**src/rtl/decode_issue_if.sv**
```systemverilog
// Fetch/execute handshake bundle for the decode issue buffer.
// Fetch and execute sit on the master side; decode_issue is the slave.
interface decode_issue_if;
    logic [15:0] if_instr;
    logic        if_valid;
    logic        if_ready;
    logic        flush;
    logic        ex_ready;
    logic        id_valid;
    logic [15:0] instr_out;
    logic [4:0]  Alu_op;
    logic [1:0]  Op_ext;
    logic        err;
    logic        halted;

    modport master (
        output if_instr, if_valid, flush, ex_ready,
        input  if_ready, id_valid, instr_out, Alu_op, Op_ext, err, halted
    );

    modport slave (
        input  if_instr, if_valid, flush, ex_ready,
        output if_ready, id_valid, instr_out, Alu_op, Op_ext, err, halted
    );
endinterface

```
**src/rtl/decode_issue.sv**
```systemverilog
// Decode issue buffer: small FIFO between fetch and execute that presents
// the head opcode fields, flags the illegal opcode and drains/stops on HALT.
module decode_issue #(
    parameter int unsigned DEPTH      = 2,
    parameter logic [4:0]  ILLEGAL_OP = 5'b11010,
    parameter logic [4:0]  HALT_OP    = 5'b00000
) (
    input  logic          clk,
    input  logic          rst_n,
    decode_issue_if.slave bus
);
    localparam int unsigned AW        = (DEPTH > 1) ? $clog2(DEPTH) : 1;
    localparam logic [AW:0] DEPTH_CNT = (AW + 1)'(DEPTH);

    typedef enum logic [1:0] {
        RUN    = 2'd0,
        DRAIN  = 2'd1,
        HALTED = 2'd2
    } state_t;

    state_t        state;
    state_t        state_next;
    logic [15:0]   mem [DEPTH];
    logic [AW-1:0] wr_ptr;
    logic [AW-1:0] rd_ptr;
    logic [AW:0]   count;
    logic [15:0]   head;
    logic          ready_i;
    logic          valid_i;
    logic          push;
    logic          pop;
    logic          flush_now;

    assign head      = mem[rd_ptr];
    assign ready_i   = (state == RUN) && (count < DEPTH_CNT);
    assign valid_i   = (count != '0) && (state != HALTED);
    assign flush_now = bus.flush && (state != HALTED);
    assign push      = bus.if_valid && ready_i && !flush_now;
    assign pop       = valid_i && bus.ex_ready && !flush_now;

    assign bus.if_ready  = ready_i;
    assign bus.id_valid  = valid_i;
    assign bus.instr_out = valid_i ? head : '0;
    assign bus.Alu_op    = valid_i ? head[15:11] : '0;
    assign bus.Op_ext    = valid_i ? head[1:0] : '0;
    assign bus.err       = valid_i && (head[15:11] == ILLEGAL_OP);
    assign bus.halted    = (state == HALTED);

    // State register for the RUN/DRAIN/HALTED sequencer.
    always_ff @(posedge clk) begin
        if (!rst_n) begin
            state <= RUN;
        end else begin
            state <= state_next;
        end
    end

    // Next state: HALT push enters DRAIN, popping the HALT stops, flush squashes.
    always_comb begin
        state_next = state;
        case (state)
            RUN: begin
                if (push && (bus.if_instr[15:11] == HALT_OP)) begin
                    state_next = DRAIN;
                end
            end
            DRAIN: begin
                if (pop && (head[15:11] == HALT_OP)) begin
                    state_next = HALTED;
                end
            end
            HALTED: begin
                state_next = HALTED;
            end
            default: begin
                state_next = RUN;
            end
        endcase
        if (flush_now) begin
            state_next = RUN;
        end
    end

    // Pointer and occupancy bookkeeping; flush clears the queue outright.
    always_ff @(posedge clk) begin
        if (!rst_n) begin
            wr_ptr <= '0;
            rd_ptr <= '0;
            count  <= '0;
        end else if (flush_now) begin
            wr_ptr <= '0;
            rd_ptr <= '0;
            count  <= '0;
        end else begin
            if (push) begin
                wr_ptr <= wr_ptr + 1'b1;
            end
            if (pop) begin
                rd_ptr <= rd_ptr + 1'b1;
            end
            case ({push, pop})
                2'b10:   count <= count + 1'b1;
                2'b01:   count <= count - 1'b1;
                default: count <= count;
            endcase
        end
    end

    // Entry storage written at the tail on an accepted push.
    always_ff @(posedge clk) begin
        if (push) begin
            mem[wr_ptr] <= bus.if_instr;
        end
    end
endmodule

```
**src/flat_wrapper.sv**
```systemverilog
// flat-port wrapper written by rule: the top's interface ports become plain ports
module decode_issue_flat 
#(
    parameter int unsigned DEPTH      = 2,
    parameter logic [4:0]  ILLEGAL_OP = 5'b11010,
    parameter logic [4:0]  HALT_OP    = 5'b00000
)
  (clk, rst_n, bus_if_instr, bus_if_valid, bus_flush, bus_ex_ready, bus_if_ready, bus_id_valid, bus_instr_out, bus_Alu_op, bus_Op_ext, bus_err, bus_halted);
  decode_issue_if bus_i ();
  input  logic clk;
  input  logic rst_n;
  input wire logic [$bits(bus_i.if_instr)-1:0] bus_if_instr;
  input wire logic [$bits(bus_i.if_valid)-1:0] bus_if_valid;
  input wire logic [$bits(bus_i.flush)-1:0] bus_flush;
  input wire logic [$bits(bus_i.ex_ready)-1:0] bus_ex_ready;
  output wire logic [$bits(bus_i.if_ready)-1:0] bus_if_ready;
  output wire logic [$bits(bus_i.id_valid)-1:0] bus_id_valid;
  output wire logic [$bits(bus_i.instr_out)-1:0] bus_instr_out;
  output wire logic [$bits(bus_i.Alu_op)-1:0] bus_Alu_op;
  output wire logic [$bits(bus_i.Op_ext)-1:0] bus_Op_ext;
  output wire logic [$bits(bus_i.err)-1:0] bus_err;
  output wire logic [$bits(bus_i.halted)-1:0] bus_halted;
  assign bus_i.if_instr = bus_if_instr;
  assign bus_i.if_valid = bus_if_valid;
  assign bus_i.flush = bus_flush;
  assign bus_i.ex_ready = bus_ex_ready;
  assign bus_if_ready = bus_i.if_ready;
  assign bus_id_valid = bus_i.id_valid;
  assign bus_instr_out = bus_i.instr_out;
  assign bus_Alu_op = bus_i.Alu_op;
  assign bus_Op_ext = bus_i.Op_ext;
  assign bus_err = bus_i.err;
  assign bus_halted = bus_i.halted;
  decode_issue #(.DEPTH(DEPTH), .ILLEGAL_OP(ILLEGAL_OP), .HALT_OP(HALT_OP)) u_core (.clk(clk), .rst_n(rst_n), .bus(bus_i));
endmodule
```
**config.mk**
```make
export PLATFORM = sky130hd
export DESIGN_NAME = decode_issue_flat
export DESIGN_NICKNAME = d
export VERILOG_FILES = /design/src/rtl/decode_issue_if.sv /design/src/rtl/decode_issue.sv /design/src/flat_wrapper.sv
export SDC_FILE = /design/constraint.sdc
export NUM_CORES = 1
export LEC_CHECK = 0
export CAP_MARGIN = 20
export CORE_MARGIN = 1.5
export CORE_UTILIZATION = 29
export CTS_CLUSTER_SIZE = 25
export DETAILED_ROUTE_END_ITERATION = 7
export DONT_BUFFER_PORTS = 1
export PLACE_DENSITY = 0.48
export SYNTH_ARGS = -nofsm -noshare
export SYNTH_HDL_FRONTEND = slang
export SYNTH_SLANG_ARGS = --single-unit
export TNS_END_PERCENT = 5
```
**constraint.sdc**
```tcl
create_clock -name clk -period 2.3 [get_ports clk]
set_input_delay 0.345 -clock clk [delete_from_list [all_inputs] [get_ports clk]]
set_output_delay 0.345 -clock clk [all_outputs]
set_load 0.1 [all_outputs]
```
Word-level counts from Yosys, hierarchy flattened
Memories as Yosys holds them, arrays and structs flattened. A register that Yosys moved wholly into a read port is not among the register bits.
Index checks and enable logic that the tools add are counted.
- $add $sub $neg: 4
- $lt $le $gt $ge: 1
- equal/unequal tests: 8
- mux-type cells: 11
- bitwise operators: 1
- reductions and logical operators: 18
- operators with widths (cell ; number):
    $mux W16 ; 1
    $logic_and A1 B1 Y1 ; 10
    $logic_not A5 Y1 ; 2
    $mux W2 ; 3
    $pmux W2 S3 ; 1
    $eq A5 B5 Y1 const B ; 1
    $mux W5 ; 1
    $eq A2 B1 Y1 const B ; 2
    $eq A2 B2 Y1 const B ; 2
    $mux W1 ; 4
    $ne A2 B2 Y1 const B ; 2
    $pmux W2 S2 ; 1
    $reduce_bool A2 Y1 ; 2
    $add A1 B1 Y1 const B ; 2
    $add A2 B1 Y2 const B ; 1
    $logic_not A2 Y1 ; 1
    $lt A2 B2 Y1 const B ; 1
    $ne A2 B1 Y1 const B ; 1
    $reduce_and A2 Y1 ; 1
    $reduce_or A2 Y1 ; 1
    $sub A2 B1 Y2 const B ; 1
    $logic_not A1 Y1 ; 1
    $not A1 Y1 ; 1
- register bits: 6
- RAM bits: 32
- input port bits: 21
- word-level logic and storage cells: 48
- memories kept: 1
- memories (memory ; words ; width ; rd ports ; clocked after memory_dff ; wr ports ; line ; RTL):
    u_core.mem ; 2 ; 16 ; 1 ; 1 ; 1 ; decode_issue.sv:23 ; logic [15:0] mem [DEPTH];

Depth between registers and ports, before layout
- depth after elaboration: 7
- gate-level depth with buffers: 7

Worst setup path before layout
No wires, ideal clock.
- path kind: reg-to-output
- start: register u_core.state[0]
- end: output bus_err
- arrival: 5.849 ns
- setup slack: -3.894 ns
- cell stages (with the launch flop): 6
- cells stage by stage: dfxtp_1 inv_1 ha_1 o21bai_4 nor2_1 nor4b_1
- word-level cells in the longest chain between the ends: 3
- RTL lines (what ; line ; RTL):
    from (decl) ; decode_issue.sv:21 ; state_t state;
    from (signal assigned) ; decode_issue.sv:54 ; state <= state_next;
    $ne A2 B2 Y1 ; decode_issue.sv:36 ; assign valid_i = (count != '0) && (state != HALTED);
    $logic_and A1 B1 Y1 ; decode_issue.sv:36 ;
    $logic_and A1 B1 Y1 ; decode_issue.sv:46 ; assign bus.err = valid_i && (head[15:11] == ILLEGAL_OP);
    to (decl) ; flat_wrapper.sv:21 ; output wire logic [$bits(bus_i.err)-1:0] bus_err;
No other way between the ends.

==> impl_metrics.toml <==
[route]
m1WireLength_um = 1207
avgRoutedWirePerCell_um = 15.14
wl_met2_um = 1835
drt-pass1-iter-count = 4
viasPerCell = 4.659
route.vias.total = 1039
top_layer_used = "met4"
drc = 0
wl_met3_um = 257
antenna_left = 0
wl_um = 3376
first_iter_violations = 27

[synth]
synth_cells = 128
synth_edf_count = 32
synth_nets = 153
synthArstFlopShare_pct = 0
synth_area_sq_um = 1709
synth.area.top_cells = "edfxtp_1 (56%), mux2i_1 (9.4%), dfxtp_1 (8.2%), nor2_1 (5.3%), buf_4 (3.1%)"
yosysUniqueCellTypes = 26
synth-seq-cells = 39
synth_largest_area_cell = "edfxtp_1"
ys_seq_area_share_pct = 64.42
ys.flop_type = "edfxtp_1"
yosys_warnings = 0
yosysTopAreaCellShare_pct = 56.22
avgSynthCellArea_sq_um = 13.35

[place]
place.gp.congestion = 0.7456
hpwl_um = 2560
portBuffers = 0
place_area_sq_um = 2265

[final_layout]
seq_area_sq_um = 1102
final_net_count = 175
fillers = 541
layout-drive-gt1-share_pct = 37.75
multi_input_area_sq_um = 648.1
antenna_cells = 0
area_growth_syn_to_layout_pct = 37.41
stdcell_area_sq_um = 2349
final_util_pct = 41.88

[clock_tree]
cts_tree = "built"
cts_root_buf = "clkbuf_8"
worst_skew_pair.late_latency_ps = 280
clock-sinks = 39
h-tree-depth = 2
clk_path_buf_depth = 2
clk_pin_slew_ps = 70
holdBufCountCts = 0
numCtsBuffers = 5

[worst_setup_path]
max_stage_delay_ps = 400
critical_path_class = "register to output port"
critical_path_required_ps = 1960
endpoint_kind = "output port"
cp_cell_sequence = "buf_4, nor3_1, a21oi_2, nor4b_4, buf_12"
worstPathMaxFanout = 15
crit_slowest_cell = "dfxtp_1"
crit_family = "simple AND/OR/NAND/NOR gates"
arrival_ps = 1800
critPathLaunchType = "register"
worst-path-buf-inv = 2
r2r_slack_ps = 360

[die]
core-area_sq_um = 5608
initial_utilization_pct = 30.48
io_pins = 48
rows = 27
die_h_um = 79.77
die_width_um = 79.77
die-area_sq_um = 6363

[status]
status = "completed"

[timing]
tightest_slew_ps = 499.5
hold_violations = 0
slew_headroom_pct = 65.75
fin_tns_setup_ps = 0
finClkSkew_ps = 5.315
finalCritPeriodShare_pct = 93.32
period_needed_ps = 2146
slew_viol_final = 0
rsz0062_at_grt = "false"
max_freq_mhz = 465.9
final-setup-viol-count = 0

[global_routing]
grt_pass1_wl_um = 5478
grt_pass1_vias = 1100
grt_start_max_net_pins = 17
grt_overflow = 0
grt_antenna_before_repair = 0
gr-usage-all-layers_pct = 11.94

[pwr]
power_density_nw_per_um2 = 606.5
p_leak_nw = 0.7426
vdd_drop_max_mv = 0.4078

[min_path]
hp-class = "primary input to register"

[run]
drv_cap = 0
==> layout by cell type, fill, tap and decap left out, drive strengths merged, types with 2 or more instances in the layout <==
cell type,count
mux2i,16
o31a,2
nand3,3
ha,4
edfxtp,32
buf,25
dfxtp,7
clkbuf,6
o21ai,4
xnor2,4
nor3,2
nor3b,2
nand2,2
nor2,24
clkinv,2
o31ai,2
inv,4
a21oi,3
==> kinds of logic (layout without fill, tap and decap cells) <==
kind of cell	Yosys count	after routing	synth area share, %
muxes	16	16	9.370
buffers and inverters	14	37	4.758
and+or+nand+nor	38	38	10.40
DFF	39	39	64.42
xor gates and xnor gates	4	4	2.050
adders and majority gates	4	4	2.928
AOI/OAI and AO/OA	13	13	6.076
==> area by class of cell <==
cell class | instances | share of cell area, %
Sequential cell | 39 | 46.94
Timing Repair Buffer | 25 | 17.58
Multi-Input combinational cell | 75 | 27.60
Clock buffer | 6 | 3.090
Tap cell | 72 | 3.836
Clock inverter | 2 | 0.3197
Inverter | 4 | 0.6393
==> sequential cells by signal (all words and copies together), names as in the netlist, named ones only <==
name and flops:
u_core.rd_ptr 1, u_core.state 2, u_core.mem 32, u_core.wr_ptr 1, u_core.count 2
==> path summary, 6_finish.rpt <==
check                               startpoint                      endpoint  cells past startpoint
setup / recovery                      register                       bus_err                      5
hold / removal                bus_if_instr[14]   u_core.mem[1][14]$_DFFE_PP_                      0
setup reg to reg                      register  u_core.state[1]$_SDFFE_PP0P_                      5
hold reg to reg   u_core.state[0]$_SDFFE_PP0P_  u_core.state[0]$_SDFFE_PP0P_                      2
==> per-stage QoR <==
| step | power, mW | hold WS [ps] | std cells | setup WS [ps] |
|---|---|---|---|---|
| after floorplan | 0.9552 | 443.9 | 128 | -610.2 |
| after global placement | 1.015 | 444.0 | 215 | 390.2 |
| after detailed placement | 1.018 | 444.0 | 215 | 360.0 |
| after CTS | 1.440 | 145.8 | 223 | 44.59 |
| after global routing | 1.477 | 136.1 | 223 | 70.35 |
| final | 1.424 | 151.6 | 223 | 153.7 |
==> where the power goes <==
| group | switching (mW) | internal (mW) |
|---|---|---|
| Combinational | 0.150 | 0.0576 |
| Sequential | 0.00754 | 0.785 |
| Clock | 0.218 | 0.207 |
==> per-layer routing <==
layer	vias up	global-route usage (%)
li1	495	-
met1	504	12.80
met2	31	20.17
met3	9	5.257
met4	0	5.517
met5	-	0
==> timing repair <==
action / 4_1_cts / 5_1_grt
resized for setup: 0 / 1
setup endpoints to repair: 0 / 1
setup buffers: 0 / 0
==> synth_stat cells, types with 3 or more instances <==
cell / n
a21oi_1: 3
dfxtp_1: 7
xnor2_1: 4
nand3_1: 3
mux2i_1: 16
inv_1: 4
edfxtp_1: 32
buf_4: 7
ha_1: 4
nor2_1: 24
Note: power is estimated with default switching activity, not from simulation.
